===== src/rtl/aes_in_pkg.sv =====
// Shared definitions for the AES input controller: word layout and FSM states.
package aes_in_pkg;

    localparam int KEY_W   = 256;
    localparam int BLK_W   = 128;
    localparam int WORD_W  = 257;
    localparam int TAG_BIT = 256;

    typedef enum logic [2:0] {
        ST_IDLE     = 3'd0,
        ST_KEY_LD   = 3'd1,
        ST_KEY_WAIT = 3'd2,
        ST_BLK_ST   = 3'd3,
        ST_BLK_WAIT = 3'd4
    } state_t;

    // True in the two states that wait on a done signal from the core.
    function automatic logic is_wait_state(input state_t s);
        return (s == ST_KEY_WAIT) || (s == ST_BLK_WAIT);
    endfunction

endpackage


===== src/rtl/aes_in_tocnt.sv =====
// Timeout counter: cleared to zero, counts while enabled, flags the last
// allowed cycle. TIMEOUT = 0 disables the flag entirely.
module aes_in_tocnt #(
    parameter int TIMEOUT = 1024
) (
    input  logic clk,
    input  logic rst_n,
    input  logic clr,
    input  logic en,
    output logic expired
);

    localparam int            CW     = (TIMEOUT > 1) ? $clog2(TIMEOUT) : 1;
    localparam int            LAST_I = (TIMEOUT > 0) ? TIMEOUT - 1 : 0;
    localparam logic [CW-1:0] LAST   = CW'(LAST_I);

    logic [CW-1:0] cnt;

    // Count waited cycles; hold at the last value so the counter never wraps.
    always_ff @(posedge clk or negedge rst_n) begin
        if (!rst_n) begin
            cnt <= '0;
        end else if (clr) begin
            cnt <= '0;
        end else if (en && (cnt != LAST)) begin
            cnt <= cnt + CW'(1);
        end
    end

    // High during the final permitted waiting cycle.
    assign expired = (TIMEOUT != 0) && en && (cnt == LAST);

endmodule


===== src/rtl/aes_in_ctrl.sv =====
// AES input controller: takes tagged key/data words from upstream, loads keys
// into the core, issues data blocks and back-pressures while the core works.
//
// Handshake: upstream holds in_data stable while in_vld is high; a word is
// consumed on a rising clk edge where in_vld & in_rdy. in_rdy is high only in
// IDLE and does not depend on in_vld.
module aes_in_ctrl
    import aes_in_pkg::*;
#(
    parameter int TIMEOUT = 1024,
    parameter int CNT_W   = 32
) (
    input  logic              clk,
    input  logic              rst_n,
    input  logic [WORD_W-1:0] in_data,
    input  logic              in_vld,
    output logic              in_rdy,
    output logic [KEY_W-1:0]  key_out,
    output logic              key_ld_p,
    input  logic              key_done,
    output logic [BLK_W-1:0]  blk_out,
    output logic              blk_start,
    input  logic              blk_done,
    output logic              key_valid,
    output logic [CNT_W-1:0]  blk_cnt,
    output logic              err_nokey,
    output logic              err_timeout,
    output logic              busy
);

    state_t state;
    logic   to_expired;

    // Pulses and handshake flags are plain decodes of the state register.
    assign in_rdy    = (state == ST_IDLE);
    assign key_ld_p  = (state == ST_KEY_LD);
    assign blk_start = (state == ST_BLK_ST);
    assign busy      = (state != ST_IDLE);

    // The one-cycle pulse states always lead into a wait state, so they clear
    // the counter and the wait starts from zero.
    aes_in_tocnt #(
        .TIMEOUT (TIMEOUT)
    ) u_tocnt (
        .clk     (clk),
        .rst_n   (rst_n),
        .clr     (key_ld_p || blk_start),
        .en      (is_wait_state(state)),
        .expired (to_expired)
    );

    // Main FSM with the key/block registers, counter and sticky error flags.
    always_ff @(posedge clk or negedge rst_n) begin
        if (!rst_n) begin
            state       <= ST_IDLE;
            key_out     <= '0;
            blk_out     <= '0;
            blk_cnt     <= '0;
            key_valid   <= 1'b0;
            err_nokey   <= 1'b0;
            err_timeout <= 1'b0;
        end else begin
            case (state)
                ST_IDLE: begin
                    if (in_vld) begin
                        if (in_data[TAG_BIT]) begin
                            key_out   <= in_data[KEY_W-1:0];
                            key_valid <= 1'b0;
                            blk_cnt   <= '0;
                            state     <= ST_KEY_LD;
                        end else if (key_valid) begin
                            blk_out <= in_data[BLK_W-1:0];
                            state   <= ST_BLK_ST;
                        end else begin
                            // No usable key: drop the block and remember it.
                            err_nokey <= 1'b1;
                        end
                    end
                end
                ST_KEY_LD: begin
                    state <= ST_KEY_WAIT;
                end
                ST_KEY_WAIT: begin
                    // Done takes priority over a timeout in the same cycle.
                    if (key_done) begin
                        key_valid <= 1'b1;
                        state     <= ST_IDLE;
                    end else if (to_expired) begin
                        err_timeout <= 1'b1;
                        state       <= ST_IDLE;
                    end
                end
                ST_BLK_ST: begin
                    blk_cnt <= blk_cnt + CNT_W'(1);
                    state   <= ST_BLK_WAIT;
                end
                ST_BLK_WAIT: begin
                    if (blk_done) begin
                        state <= ST_IDLE;
                    end else if (to_expired) begin
                        err_timeout <= 1'b1;
                        state       <= ST_IDLE;
                    end
                end
                default: begin
                    state <= ST_IDLE;
                end
            endcase
        end
    end

endmodule


===== config.mk =====
export PLATFORM = sky130hd
export DESIGN_NAME = aes_in_ctrl
export DESIGN_NICKNAME = d
export VERILOG_FILES = /design/src/rtl/aes_in_pkg.sv /design/src/rtl/aes_in_tocnt.sv /design/src/rtl/aes_in_ctrl.sv
export SDC_FILE = /design/constraint.sdc
export NUM_CORES = 1
export LEC_CHECK = 0
export ABC_CLOCK_PERIOD_IN_PS = 2200
export CAP_MARGIN = 30
export CORE_AREA = 3 3 265 267
export DETAILED_ROUTE_END_ITERATION = 7
export DIE_AREA = 0 0 268 270
export GPL_ROUTABILITY_DRIVEN = 0
export HOLD_SLACK_MARGIN = 0.1
export PLACE_DENSITY_LB_ADDON = 0.08
export SLEW_MARGIN = 15
export SYNTH_ARGS = -nofsm -noshare
export SYNTH_HDL_FRONTEND = slang
export SYNTH_SLANG_ARGS = --single-unit

===== constraint.sdc =====
create_clock -name clk -period 2.2 [get_ports clk]
set_input_delay 0.66 -clock clk [delete_from_list [all_inputs] [get_ports clk]]
set_output_delay 0.66 -clock clk [all_outputs]
set_load 0.02 [all_outputs]

==> out/qor_table.md, run 1 <==
| Group | Quantity | This run |
| --- | --- | --- |
| yosys | Synthesized area | 17100 µm² |
| detailed routing | Count of TritonRoute iterations in the first routing pass | 5 |
| worst setup path | Slowest stage delay, CP | 0.42 ns |
| timing | Clock skew | 0.0229 ns |
| clocking | Clk buf depth | 3 |
| yosys | Largest cells by area after synthesis | dfrtp_1 63%, nand2_1 17%, mux2_2 8.4% |
| detailed routing | Residual DRC | 0 |
| timing | Setup violators final | 2 |
| placement | Count of input and output buffers | 684 |
| worst setup path | CP Max Fanout | 16 |
| clocking | H-tree Lvls | 2 |
| min path | Startpoint of the most critical hold path | err_timeout$_DFFE_PN0P_ |
| detailed routing | Number of nets still failing antenna checks after routing | 0 |
| detailed routing | Number of vias in the routed layout | 14300 |
| worst setup path | Worst path arrival time | 2.67 ns |
| power and ir drop | Power density cells | 1450 nW/µm² |
| floorplanning | Core area | 68300 µm² |
| grt | Met3 usage in global routing | 0.0562 |
| timing | Transition at the pin with the smallest max-transition slack | 0.516 ns |
| cells and area | Final #Nets | 2666 |
| yosys | Most used DFF post-synth | dfrtp_1 |
| status | Violated checks | negative setup slack |
| yosys | Flop and latch count out of synthesis | 432 |
| timing | Smallest hold slack | 0.456 ns |
| yosys | Combinational family with the most area after synthesis | simple AND/OR/NAND/NOR gates |
| detailed routing | Total Wirelength | 66100 µm |
| yosys | Average instance area after synthesis | 10.4 µm² |
| floorplanning | Number of top-level pins | 685 |
| worst setup path | Slowest stage cell, crit path | a211o_4 |
| timing | Final critical-path setup slack | -0.00899 ns |
| cells and area | Layout Area Growth over Synthesis | 59.4% |
| floorplanning | Die outline area | 72400 µm² |
| detailed routing | WL per Instance | 19.9 µm |
| timing | Sum of negative setup slack | -0.0130 ns |
| yosys | Post-synth top area cell | dfrtp_1 |
| timing | Part of the cycle the worst path needs | 1.00 |
| yosys | Compound-cell area share of the yosys netlist | 0.0134 |
| detailed routing | Ratio of routed vias to standard cells | 4.29 |
| floorplanning | Horizontal die dimension | 268 µm |
| floorplanning | Effective utilization at floorplan | 0.250 |
| worst setup path | Launching instance or port of the critical path | state[0]$_DFFE_PN0P_ |
| cells and area | Filler cells | 6784 |
| cells and area | Share of final-layout standard cells stronger than drive strength 1 | 0.145 |
| grt | Antenna violations before repair | 7 |
| placement | Setup slack after placement | -0.320 ns |
| timing | Count of endpoints failing hold in the final timing report | 0 |
| yosys | Adder-cell share of the synthesized area | 0.00147 |
| grt | GRT Total Usage | 0.181 |
| yosys | Post-synthesis xor/xnor area fraction | 0.0154 |
| status | Run status | finished with violations |
| worst setup path | Data required time of the critical path | 2.66 ns |
| grt | Top Usage Layer GRT | met2 |
| clocking | CTS root buffer | clkbuf_16 |
| yosys | Post-synth top area share | 0.633 |
| timing | RSZ-0062 raised after global routing | true |
| detailed routing | Number of design-rule violations left by the first detailed-router iteration | 515 |
| worst setup path | Endpoint class of the critical path | register |
| grt | Vias in the first global route | 15300 |
| yosys | EDFF count, synth | 0 |
| yosys | Share of synthesized cell area in and, or, nand and nor gates | 0.221 |
| grt | Largest net degree at the start of global routing | 62 |
| yosys | Number of different library cells in the post-synthesis netlist | 46 |
| power and ir drop | Static Leak | 13.8 nW |
| timing | Number of max-slew violations in the final report | 0 |
| worst setup path | Worst flop-to-flop path startpoint | state[0]$_DFFE_PN0P_ |
| worst setup path | Critical Path, Cell by Cell | buf_8 -> buf_4 -> nand4bb_1 -> a211o_4 -> clkbuf_2 -> buf_4 -> nor3_1 -> xnor2_1 -> nor2_1 |
| clocking | TritonCTS clock tree | yes |
| worst setup path | Most numerous cell on the critical path | buf_4 |
| yosys | Net Count, Synth | 1909 |
| timing | Normalized max-slew margin | 0.653 |
| floorplanning | Floorplan die height | 270 µm |
| yosys | Synthesized instance count | 1645 |
| worst setup path | Worst setup SP type | register |
| grt | M1 GR Usage | 0.202 |
| clocking | Clock buffers created by TritonCTS | 52 |
| floorplanning | Placement row count | 96 |
| job | Max-Cap Viols | 0 |
| clocking | Source-to-sink clock delay at the later pin of the worst-skew pair | 0.59 ns |
| power and ir drop | Peak supply drop | 0.000562 V |
| clocking | Clk sinks | 432 |
| grt | Aggregate global routing overflow | 0 |
| grt | Global Route met2 Usage | 0.328 |
| placement | HPWL after DPL | 50000 µm |
| yosys | Fraction of synthesized area in multiplexers | 0.0856 |
| timing | Achievable frequency | 453 MHz |
| yosys | Sequential cell area fraction in the yosys report | 0.633 |
| min path | Class of the worst hold path | register to register |
| yosys | Async set or reset register ratio after synthesis | 1.00 |
| timing | Min cycle time layout | 2.21 ns |
| yosys | Yosys synthesis warning count | 0 |
| cells and area | Footprint of the multi-input gates | 5820 µm² |
| cells and area | Sequential standard cell area | 10800 µm² |
| clocking | Clock slew at reported path FFs | 0.06 ns |
| worst setup path | WS Path Type | register to register |
| grt | Wire length of the first global-routing pass | 99600 µm |
[path summary, 6_finish.rpt]
kind | to | slack [ns] | depth (start not counted)
setup / recovery | blk_cnt[8]$_DFFE_PN0P_ | -0.009 | 9
setup reg to reg | blk_cnt[8]$_DFFE_PN0P_ | -0.009 | 9
hold reg to reg | err_timeout$_DFFE_PN0P_ | 0.46 | 1
min in group asynchronous | key_out[129]$_DFFE_PN0P_ | 0.58 | 2
max in group asynchronous | key_out[42]$_DFFE_PN0P_ | 0.85 | 3
hold / removal | err_timeout$_DFFE_PN0P_ | 0.46 | 1
[flip-flops by register name (all words and copies together) (netlist names)]
register and flops:
key_out 256, blk_out 128, blk_cnt 32, u_tocnt.cnt 10
state 3, err_nokey 1, err_timeout 1, key_valid 1
[per-layer routing]
metal	wire length, µm	part of all wire
met5	67	0.0010
met3	5020	0.076
met2	34200	0.52
met4	1620	0.024
met1	25200	0.38
[critical path, delay by kind of cell (launching register included)]
family / cells / cell delay, ns
compound gates: 1 / 0.42
xor+xnor: 1 / 0.15
buf+inv: 4 / 0.64
flops: 1 / 0.40
simple gates: 3 / 0.47
[power breakdown]
| part | internal, W | total (W) | switching [W] |
|---|---|---|---|
| Sequential | 0.0116 | 0.0135 | 0.00186 |
| Clock | 0.00560 | 0.00909 | 0.00349 |
| Combinational | 0.00667 | 0.0170 | 0.0104 |
| Total | 0.0239 | 0.0396 | 0.0157 |
[area by class of cell]
cell class | instances | area share
timing repair buffer | 791 | 0.280
clock buffer | 78 | 0.0577
sequential | 432 | 0.397
multi-input combinational | 1113 | 0.214
clock inverter | 15 | 0.00869
inverter | 12 | 0.00165
tap | 882 | 0.0405
antenna | 3 | 0.000276
[cell usage in the layout, fill, tap and decap left out, types with 5 or more instances in the layout]
cell / n
dfrtp_1: 431
nor4_2: 11
nor2_2: 5
nand3_1: 19
buf_12: 40
dlygate4sd2_1: 419
a31oi_1: 6
nor3_1: 9
nor2_1: 34
nand2_1: 785
mux2_2: 128
bufinv_16: 6
clkdlybuf4s50_1: 260
o21ai_0: 6
xnor2_1: 24
a21oi_1: 7
inv_1: 11
clkinv_2: 8
clkbuf_1: 11
xor2_1: 6
clkbuf_16: 54
clkbuf_8: 13
nand4_1: 12
buf_4: 65
[synthesized netlist by cell type, types with 3 or more instances]
cell type and number:
inv_1 12, buf_6 12, nor3_1 9, and4_1 3, clkbuf_1 24, and3_1 4, nand3_1 19, a21oi_1 7
nor2b_1 5, o21ai_0 6, nor4_4 3, nand2b_1 4, nor4_2 6, a31oi_1 6, nor4_1 7, xor2_1 6
a21o_1 4, nand4_1 12, nor2_1 34, mux2_2 128, dfrtp_1 432, buf_2 47, a32o_1 3, buf_1 5
and2_1 4, nor3b_1 3, nand2_1 788, xnor2_1 24, nor2_2 5
[metrics by stage]
stage / area (µm²) / std cells / util / power (W)
after floorplan: 17100 / 1645 / - / 0.0223
after global placement: 25800 / 3220 / 0.377 / 0.0335
after detailed placement: 25800 / 3220 / 0.377 / 0.0336
after CTS: 27200 / 3321 / 0.397 / 0.0404
after global routing: 27200 / 3323 / 0.398 / 0.0422
final: 27200 / 3326 / 0.398 / 0.0396
[kinds of logic (layout without fill, tap and decap cells)]
kind of cell             Yosys count  after routing
AND/OR/NAND/NOR                  917            917
flip-flops                       432            432
multiplexers                     130            130
buffers and inverters            100            896
AO/OA/AOI/OAI                     34             34
XOR/XNOR                          30             30
adder cells (fa/ha/maj)            2              2
other                              0              3
[what timing repair did]
action                                  CTS  global route
pin swaps                                 1             3
endpoints found under the setup margin  423            10
endpoints found under the hold margin    25             0
resized for setup                       439             6
buffers inserted                          7             2
hold buffers                              1             0
Note: power is estimated with default switching activity, not from simulation.
==> inputs of run 2 (changes only) <==
--- a/config.mk
+++ b/config.mk
@@ -7,11 +7,12 @@
 export LEC_CHECK = 0
 export ABC_CLOCK_PERIOD_IN_PS = 2200
 export CAP_MARGIN = 30
-export CORE_AREA = 3 3 265 267
+export CORE_AREA = 4 4 266 268
 export DETAILED_ROUTE_END_ITERATION = 7
-export DIE_AREA = 0 0 268 270
+export DIE_AREA = 0 0 270 272
 export GPL_ROUTABILITY_DRIVEN = 0
 export HOLD_SLACK_MARGIN = 0.1
+export MAX_ROUTING_LAYER = met4
 export PLACE_DENSITY_LB_ADDON = 0.08
 export SLEW_MARGIN = 15
 export SYNTH_ARGS = -nofsm -noshare
==> out/qor_table.md, run 2 (synthesis results as in run 1) <==
| Group | Quantity | This run |
| --- | --- | --- |
| cells and area | Footprint of the multi-input gates | 5840 µm² |
| floorplanning | Effective utilization at floorplan | 0.250 |
| placement | Count of input and output buffers | 684 |
| detailed routing | Number of vias in the routed layout | 14200 |
| worst setup path | Most numerous cell on the critical path | buf_6 |
| worst setup path | Slowest stage delay, CP | 0.40 ns |
| clocking | Clk sinks | 432 |
| grt | Wire length of the first global-routing pass | 100000 µm |
| worst setup path | CP Max Fanout | 3 |
| worst setup path | Worst path arrival time | 1.61 ns |
| cells and area | Top flop regs | key_out: 256 flops, blk_out: 128 flops, blk_cnt: 32 flops |
| cells and area | Layout Area Growth over Synthesis | 59.8% |
| timing | Setup violators final | 3 |
| floorplanning | Horizontal die dimension | 270 µm |
| power and ir drop | Proportion of total power due to net switching | 0.403 |
| detailed routing | WL per Instance | 19.9 µm |
| power and ir drop | Clock share of power | 0.214 |
| cells and area | Filler cells | 6862 |
| power and ir drop | Total power | 0.0391 W |
| clocking | Clock slew at reported path FFs | 0.06 ns |
| timing | Clock skew | 0.0107 ns |
| grt | Largest net degree at the start of global routing | 66 |
| cells and area | Share of final-layout standard cells stronger than drive strength 1 | 0.150 |
| grt | Antenna violations before repair | 17 |
| power and ir drop | Logic gate share of total power | 0.441 |
| grt | GRT Total Usage | 0.183 |
| timing | RSZ-0062 raised after global routing | true |
| timing | Count of endpoints failing hold in the final timing report | 0 |
| floorplanning | Core area | 68300 µm² |
| worst setup path | Worst setup SP type | register |
| clocking | Clock buffers created by TritonCTS | 52 |
| detailed routing | Number of design-rule violations left by the first detailed-router iteration | 617 |
| detailed routing | Ratio of routed vias to standard cells | 4.22 |
| power and ir drop | Design internal power | 0.0234 W |
| detailed routing | Number of nets still failing antenna checks after routing | 0 |
| timing | Final critical-path setup slack | -0.0696 ns |
| min path | Startpoint of the most critical hold path | err_nokey$_DFFE_PN0P_ |
| clocking | Source-to-sink clock delay at the later pin of the worst-skew pair | 0.58 ns |
| placement | HPWL after DPL | 51000 µm |
| worst setup path | Endpoint class of the critical path | output port |
| clocking | TritonCTS clock tree | yes |
| detailed routing | Residual DRC | 0 |
| detailed routing | Count of TritonRoute iterations in the first routing pass | 6 |
| timing | Achievable frequency | 441 MHz |
| clocking | H-tree Lvls | 2 |
| grt | Aggregate global routing overflow | 0 |
| worst setup path | Worst flop-to-flop path startpoint | state[0]$_DFFE_PN0P_ |
| cells and area | Non-filler cells in the finished layout | 3359 |
| worst setup path | Critical Path, Cell by Cell | buf_6 -> buf_6 -> nor3_4 -> buf_6 -> inv_2 -> buf_6 |
| clocking | Clk buf depth | 3 |
| floorplanning | Floorplan die height | 272 µm |
| timing | Normalized max-slew margin | 0.666 |
| status | Violated checks | negative setup slack |
| power and ir drop | Power density cells | 1430 nW/µm² |
| power and ir drop | Net load switching power | 0.0158 W |
| placement | Count of placed standard cells including taps | 3239 |
| status | Run status | finished with violations |
| worst setup path | Buffers plus inverters on the worst setup path | 5 |
| cells and area | Most common cell after layout, fill and taps aside | nand2_1 |
| timing | Transition at the pin with the smallest max-transition slack | 0.497 ns |
| job | Max-Cap Viols | 0 |
| power and ir drop | Peak supply drop | 0.000666 V |
| power and ir drop | Static Leak | 13.9 nW |
| timing | Part of the cycle the worst path needs | 1.03 |
| cells and area | Flip-flop count of the largest register after layout | 256 |
| timing | Number of max-slew violations in the final report | 0 |
| clocking | CTS root buffer | clkbuf_16 |
| worst setup path | WS Path Type | register to output port |
| cells and area | Most used cells in the layout excluding fill and tap cells | 786 x nand2_1, 431 x dfrtp_1, 419 x dlygate4sd2_1, 260 x clkdlybuf4s50_1, 128 x mux2_2 |
| worst setup path | FF-to-FF End | blk_cnt[17]$_DFFE_PN0P_ |
| cells and area | Sequential standard cell area | 10800 µm² |
| power and ir drop | Part of the total power dissipated in sequential elements | 0.345 |
| min path | Destination of the worst hold path | err_nokey$_DFFE_PN0P_ |
| min path | Class of the worst hold path | register to register |
| worst setup path | Dominant delay contributor by cell family on the critical path | buffers and inverters |
| floorplanning | Number of top-level pins | 685 |
| worst setup path | Slowest stage cell, crit path | dfrtp_1 |
| detailed routing | Total Wirelength | 66700 µm |
| cells and area | Largest register by flop count | key_out |
| floorplanning | Die outline area | 73400 µm² |
| timing | Min cycle time layout | 2.27 ns |
| grt | Vias in the first global route | 15300 |
| cells and area | Final #Nets | 2682 |
| worst setup path | R2R setup slack | 0.08 ns |
| worst setup path | Worst Reg2Reg Path Length in Cells | 9 |
| min path | Cell depth of the worst min-delay path | 1 |
| worst setup path | Data required time of the critical path | 1.54 ns |
| placement | Setup slack after placement | -0.276 ns |
| floorplanning | Placement row count | 96 |
## run 2: final cells by class
cell class,instances,area share
Clock buffer,80,0.0567
Tap cell,882,0.0404
Antenna cell,17,0.00156
Clock inverter,16,0.00422
Timing Repair Buffer,806,0.285
Multi-Input combinational cell,1114,0.214
Sequential cell,432,0.396
Inverter,12,0.00165
## run 2: power by group through the flow
stage	combinational (W)	clock, W	sequential [W]
detailed placement	0.0200	0	0.0137
floorplan	0.00421	0	0.0180
global placement	0.0200	0	0.0136
finish	0.0172	0.00839	0.0135
CTS	0.0176	0.00874	0.0135
global route	0.0186	0.00906	0.0140
## run 2: worst max path at each step
stage / depth (start not counted) / endpoint / slack [ns] / startpoint
floorplan: 7 / blk_out[107]$_DFFE_PN0P_ / 0.005 / state[2]$_DFFE_PN0P_
finish: 6 / busy / -0.07 / state[0]$_DFFE_PN0P_
detailed placement: 7 / blk_cnt[26]$_DFFE_PN0P_ / -0.28 / in_data[256]
global placement: 7 / blk_cnt[26]$_DFFE_PN0P_ / -0.27 / in_data[256]
global route: 5 / busy / -0.14 / state[2]$_DFFE_PN0P_
CTS: 6 / busy / -0.12 / state[0]$_DFFE_PN0P_
## run 2: stage by stage
stage / hold WS, ns / cell area [µm²] / util / TNS, ns
floorplan: 0.364 / 17100 / - / 0
global placement: 0.455 / 26000 / 0.380 / -30.53
detailed placement: 0.461 / 26000 / 0.380 / -37.25
CTS: 0.471 / 27200 / 0.398 / -0.360
global route: 0.483 / 27300 / 0.399 / -0.416
finish: 0.464 / 27300 / 0.399 / -0.122
## run 2: layer usage
layer	wire (µm)	global-route usage	vias up	part of all wire
met3	5680	0.0708	86	0.085
met5	0	-	-	0
met4	1740	0.0523	0	0.026
li1	-	-	6827	-
met1	25700	0.200	6840	0.38
met2	33700	0.311	435	0.50
## run 2: repair_timing
item | 4_1_cts | 5_1_grt
pin swaps | 1 | 4
hold endpoints to repair | 18 | 0
gates cloned | 0 | 1
hold buffers | 1 | 0
setup buffers | 6 | 0
resized for setup | 449 | 7
setup endpoints to repair | 423 | 108
